### src/rtl/regfile_wb.sv
// General-purpose register file at the MEM/WB write-back boundary: byte-lane writes,
// two bypassed combinational read ports. Optional debug trace under `REGFILE_TRACE_EN`.
module regfile_wb #(
    parameter int unsigned DATA_W = 32,
    parameter int unsigned ADDR_W = 5,
    parameter int unsigned NREG   = 32
) (
    input  logic                  clk,
    input  logic                  rst,
    input  logic [DATA_W/8-1:0]   wb_wreg,
    input  logic [ADDR_W-1:0]     wb_wd,
    input  logic [DATA_W-1:0]     wb_wdata,
    input  logic [31:0]           wb_pc,
    input  logic                  re1,
    input  logic [ADDR_W-1:0]     raddr1,
    output logic [DATA_W-1:0]     rdata1,
    input  logic                  re2,
    input  logic [ADDR_W-1:0]     raddr2,
    output logic [DATA_W-1:0]     rdata2
`ifdef REGFILE_TRACE_EN
    ,
    output logic                  trace_valid,
    output logic [31:0]           trace_pc,
    output logic [ADDR_W-1:0]     trace_wd,
    output logic [DATA_W-1:0]     trace_wdata,
    output logic [31:0]           commit_cnt
`endif
);

    localparam int unsigned NLANE = DATA_W / 8;

    logic [DATA_W-1:0] regs [NREG];
    logic              write_ok_c;
    logic [DATA_W-1:0] merged_c;

    // Lane-wise merge of incoming write data over the currently stored value.
    function automatic logic [DATA_W-1:0] lane_merge(
        input logic [DATA_W-1:0] old_val,
        input logic [DATA_W-1:0] new_val,
        input logic [NLANE-1:0]  lanes
    );
        logic [DATA_W-1:0] res;
        res = old_val;
        for (int i = 0; i < int'(NLANE); i++) begin
            if (lanes[i]) res[8*i +: 8] = new_val[8*i +: 8];
        end
        return res;
    endfunction

    always_comb begin
        write_ok_c = !rst && (wb_wreg != '0) && (wb_wd != '0);
        merged_c   = lane_merge(regs[wb_wd], wb_wdata, wb_wreg);
    end

    // Register 0 is never written, so it stays at its reset value of zero.
    always_ff @(posedge clk) begin
        if (rst) begin
            for (int i = 0; i < int'(NREG); i++) regs[i] <= '0;
        end else if (write_ok_c) begin
            regs[wb_wd] <= merged_c;
        end
    end

    // Read ports see a same-cycle write through the merge path, so decode never stalls.
    always_comb begin
        rdata1 = '0;
        if (!rst && re1 && (raddr1 != '0)) begin
            rdata1 = (write_ok_c && (raddr1 == wb_wd)) ? merged_c : regs[raddr1];
        end
    end

    always_comb begin
        rdata2 = '0;
        if (!rst && re2 && (raddr2 != '0)) begin
            rdata2 = (write_ok_c && (raddr2 == wb_wd)) ? merged_c : regs[raddr2];
        end
    end

`ifdef REGFILE_TRACE_EN
    // Commit trace: one-cycle strobe per accepted write, payload held otherwise.
    always_ff @(posedge clk) begin
        if (rst) begin
            trace_valid <= 1'b0;
            trace_pc    <= '0;
            trace_wd    <= '0;
            trace_wdata <= '0;
            commit_cnt  <= '0;
        end else begin
            trace_valid <= write_ok_c;
            if (write_ok_c) begin
                trace_pc    <= wb_pc;
                trace_wd    <= wb_wd;
                trace_wdata <= merged_c;
                commit_cnt  <= commit_cnt + 32'd1;
            end
        end
    end
`else
    logic unused_pc;
    assign unused_pc = ^wb_pc;
`endif

endmodule
### config.mk
export PLATFORM = sky130hd
export DESIGN_NAME = regfile_wb
export DESIGN_NICKNAME = d
export VERILOG_FILES = /design/src/rtl/regfile_wb.sv
export SDC_FILE = /design/constraint.sdc
export NUM_CORES = 2
export LEC_CHECK = 0
export BUFFER_PORTS_ARGS = -buffer_cell sky130_fd_sc_hd__buf_4
export CORE_MARGIN = 1
export CORE_UTILIZATION = 50
export CTS_BUF_LIST = sky130_fd_sc_hd__clkbuf_2 sky130_fd_sc_hd__clkbuf_4 sky130_fd_sc_hd__clkbuf_8
export DETAILED_ROUTE_END_ITERATION = 16
export PLACE_DENSITY = 0.66
export SLEW_MARGIN = 10
export SYNTH_ARGS = -nofsm -noshare
export SYNTH_HDL_FRONTEND = slang
export SYNTH_SLANG_ARGS = --single-unit
### constraint.sdc
create_clock -name clk -period 4.1 [get_ports clk]
set_input_delay 0.205 -clock clk [delete_from_list [all_inputs] [get_ports clk]]
set_output_delay 0.205 -clock clk [all_outputs]
set_load 0.02 [all_outputs]
* Word-level counts from Yosys, hierarchy flattened
Memories as Yosys holds them, arrays and structs flattened. Cells that the tools add are included.
Storage, ports and cells: bits in registers 0, bits in writable memories 1024, input bits 87, output and inout bits 64, word-level logic and storage cells 33, memories kept 1
Memory list:
- regs | depth 32, bits a word 32, read ports 3, clocked after Yosys merged registers in 0, wr ports 32, line 32 | logic [DATA_W-1:0] regs [NREG];
Operators by class: eq/ne operators 2, multiplexer cells 16, reduce and logical (&&, ||, !) cells 14
Operators with widths (count):
- two-way mux 32 bit | 5
- two-way mux 8 bit | 4
- OR reduction 32 bit | 1
- nonzero test 5 bit | 3
- == test 5 bit | 2
- logical AND 1 bit | 8
- two-way mux 1 bit | 6
- two-way mux 5 bit | 1
- nonzero test 4 bit | 1
- zero test 1 bit | 1

* Logic depth before layout (Yosys ltp)
depth in word-level cells 8, mapped depth 11, gate-level depth less buffers 5

* Worst setup path after synthesis
Ideal clock, no wire load.
path kind input port to flip-flop, start input port wb_wd[1], end memory regs[12][0], enable pin, library setup time 0.389 ns, arrival 2.614 ns, slack 1.096 ns, cell stages on the path 9, cells stage by stage buf_2 > buf_4 > buf_4 > buf_4 > buf_2 > nor4_2 > nand2_1 > clkbuf_1 > nand2_1
RTL lines:
- from (decl) | line 11 | input logic [ADDR_W-1:0] wb_wd,
- to (decl) | line 32

* Worst setup path in the final report
start input port wb_wreg[3], end output port rdata2[2]
On the way: longest elaborated chain between the ends 6
Ends and longest elaborated chain:
- from (decl) | line 10 | input logic [DATA_W/8-1:0] wb_wreg,
- nonzero test 4 bit | line 51 | write_ok_c = !rst && (wb_wreg != '0) && (wb_wd != '0);
- logical AND 1 bit (2 in series) | line 51
- logical AND 1 bit | line 75 | rdata2 = (write_ok_c && (raddr2 == wb_wd)) ? merged_c : regs[raddr2];
- two-way mux 32 bit | line 75
- two-way mux 32 bit | line 74 | if (!rst && re2 && (raddr2 != '0)) begin
- to (decl) | line 19 | output logic [DATA_W-1:0] rdata2
No other way between the ends.

==> impl_metrics.toml <==
[synth]
syn_avg_cell_area_um2 = 13.9
synth.distinct_cells = 72
syn_inst = 4403
synthFlopType = "edfxtp_1"
ys_seq_elements = 1024
async_flop_share_pct = 0
netlist_area_mm2 = 0.0612
synth_warnings = 0
synth-edff-count = 1024
ys_seq_area_share_pct = 50.2

[power_and_ir_drop]
intPower_w = 0.0184
p_leak_nw = 24.8
comb_power_share_pct = 16.9
swShare_pct = 29.2
pwr-share-seq_pct = 47.4
power_w = 0.0259
ir_drop_uv = 339
clkPwrFrac_pct = 35.7
p_switching_w = 0.00758
powerDensity_mw_per_mm2 = 381

[clocking]
cts_setup_buffers = 0
cts_buffers = 174
clkLatencyLatePin_ns = 0.94
cts_tree = "done"
cts_resized = 0
cts-root-buf = "clkbuf_8"
cts.sink_count = 1024
clock_path_buffers = 3
clk_pin_slew_ns = 0.07
cts_htree_levels = 4

[global_routing]
grt_usage_pct = 42.2
grt_max_degree = 114
grt_pass1_vias = 45600
antenna_found_initial = 9
grt_first_pass_wirelength_um = 354000
overflow = 0

[floorplanning]
die-area_mm2 = 0.124
core_mm2 = 0.121
rows = 127
die_y_um = 352
start_util_pct = 50.7
io_pins = 151
die_w_um = 352

[layout]
top_regs = "regs: 1024 flops"
largest_reg_flops = 1024
final_core_util_pct = 56.4
area_growth_pct = 11.1
drive_above_1_share_pct = 29.5
seqCellArea_mm2 = 0.0307
final-instance-count-excl-fill = 6250
nFillCells = 9623
nets = 4578
final_cell_area_mm2 = 0.0680
multiInputGateArea_mm2 = 0.0284
largest_register = "regs"

[drt]
wl_per_cell_um = 41.9
antenna_left = 0
totalWireLength_um = 262000
met2WireLength_um = 107000
drc = 0
initialDrtViolationCount = 9557
met3_length_um = 49500
viasPerCell = 7.75
highest_layer = "met5"
first_pass_iters = 9
wl_met1_um = 82600
vias = 48500

[min_path]
holdPathEnd = "regs[30][19]"
min_from = "wb_wdata[19]"
holdPathStages = 4
hold_class = "in2reg"

[critical_path]
rr_startpoint = "regs[0][31]"
cp_data_arrival_time_ns = 3.84
r2r_cells = 6
worst-setup-path-type = "in2out"
r2r_end = "regs[21][31]"
worstPathMaxFanout = 23
reg2reg_slack_ns = 1.04
cp_data_required_time_ns = 3.89
end_kind = "primary output"
start_kind = "input port"

[timing]
tightest_slew_ns = 1.50
final_max_slew_viol_count = 23
fmax_mhz = 247
fin_worst_skew_ns = 0.0500
max_slew_margin_pct = -0.0818
fin_crit_sh_pct = 98.7
fin_setup_tns_ns = 0
final_hold_viol_count = 0
setup_viol = 0
fin_crit_ns = 4.05
rsz0062_at_grt = "false"

[job]
cap_violations = 1

[placement]
io_buffers = 118
dp.cells = 5900
place_congestion = 0.925
dpl-instance-area_mm2 = 0.0644
dp_hpwl_um = 143000

[status]
violations = "capacitance limit, slew limit"
status = "complete, but fails checks"
[worst max-delay path by stage]
stage | startpoint | to | slack (ns) | cells after the start
2_1_floorplan | wb_wd[1] | regs[12][0] | 1.10 | 9
5_1_grt | regs[19][25] | rdata1[25] | 0.27 | 6
3_3_place_gp | wb_wreg[3] | rdata2[2] | 0.52 | 7
6_report | wb_wreg[3] | rdata2[2] | 0.05 | 7
4_1_cts | regs[19][25] | rdata1[25] | 0.38 | 6
3_5_place_dp | wb_wreg[3] | rdata2[22] | 0.50 | 8
[repair_timing]
action,in CTS,in global routing
hold buffers,27,0
endpoints found under the hold margin,611,0
endpoints found under the setup margin,0,0
[kinds of logic (layout without fill, tap and decap cells)]
| kind of cell | count (synthesis) | in the layout | share of synthesized area, % |
|---|---|---|---|
| AND/OR/NAND/NOR | 1276 | 1276 | 8.45 |
| flip-flops | 1024 | 1024 | 50.2 |
| multiplexers | 1001 | 1001 | 29.5 |
| AO/OA/AOI/OAI | 578 | 578 | 7.38 |
| buffers and inverters | 513 | 711 | 4.30 |
| XOR/XNOR | 10 | 10 | 0.143 |
| other | 1 | 38 | 0.00613 |
[layout make-up]
| type | instances | share of cell area, % |
|---|---|---|
| Sequential cell | 1024 | 45.2 |
| Timing Repair Buffer | 377 | 5.08 |
| Inverter | 17 | 0.0975 |
| Clock buffer | 226 | 4.12 |
| Tap cell | 1612 | 2.97 |
| Multi-Input combinational cell | 2897 | 41.7 |
| Antenna cell | 6 | 0.0221 |
| Clock inverter | 91 | 0.782 |
[through the flow]
stage	setup slack, ns	hold slack (ns)
final	0.0547	0.113
after global routing	0.273	0.140
after CTS	0.376	0.0451
after detailed placement	0.502	0.650
after global placement	0.516	0.648
after floorplan	1.10	0.471
[cells in the mapped netlist, drive strengths merged (6+ instances only)]
master / instances / area share, %
a41o: 7 / 0.12
or4: 8 / 0.10
a21oi: 11 / 0.090
buf: 312 / 3.1
clkbuf: 184 / 1.1
or2: 6 / 0.061
a211oi: 8 / 0.098
nor3: 43 / 0.37
a22oi: 77 / 0.94
nor2: 1037 / 6.4
inv: 13 / 0.080
xor2: 10 / 0.14
mux4: 639 / 24
o221ai: 19 / 0.27
o21ai: 70 / 0.57
nand3: 11 / 0.090
a32o: 7 / 0.11
mux2i: 361 / 5.9
or3: 14 / 0.14
o21a: 41 / 0.50
nand4: 7 / 0.072
o22ai: 141 / 1.5
o32ai: 18 / 0.59
nor2b: 10 / 0.10
edfxtp: 1024 / 50
nand2: 101 / 0.62
a22o: 46 / 0.66
nand2b: 8 / 0.082
a221oi: 113 / 1.6
[routing by layer]
layer	track usage (%)	vias to the layer above
met5	1.57	-
met4	29.8	16
met3	20.1	1341
met2	57.6	5483
met1	52.3	23900
li1	-	17700
[worst max-delay path, stage by stage]
cell     delay, ns
buf_4         0.22
or4_1         0.73
o211a_1       0.36
nand3_1       0.15
or2_2         1.14
o32ai_1       0.66
buf_4         0.35
[placed cells by master (no fill, tap or decap), drive strengths merged, types with 6 or more instances in the layout]
master,Yosys,final
conb,1,32
a21oi,11,11
a221oi,113,113
o21a,41,41
nand4,7,7
a211oi,8,8
nor2,1037,1037
a32o,7,7
a41o,7,7
nand3,11,11
or2,6,6
nor2b,10,10
o32ai,18,18
buf,312,350
clkbuf,184,226
nand2b,8,8
o21ai,70,70
dlygate4sd3,0,27
mux4,639,639
edfxtp,1024,1024
mux2i,361,361
a22oi,77,77
or4,8,8
clkinv,4,79
or3,14,14
inv,13,20
o22ai,141,141
diode,0,6
nand2,101,101
o221ai,19,19
nor3,43,43
xor2,10,10
a22o,46,46
[power groups by stage]
stage	clock, W	sequential [W]	combinational [W]
global placement	0	0.0125	0.00412
CTS	0.00922	0.0123	0.00420
detailed placement	0	0.0125	0.00416
finish	0.00926	0.0123	0.00438
global route	0.00963	0.0123	0.00441
floorplan	0	0.0124	0.00274
No activity file was read; power rests on OpenSTA's default activity.
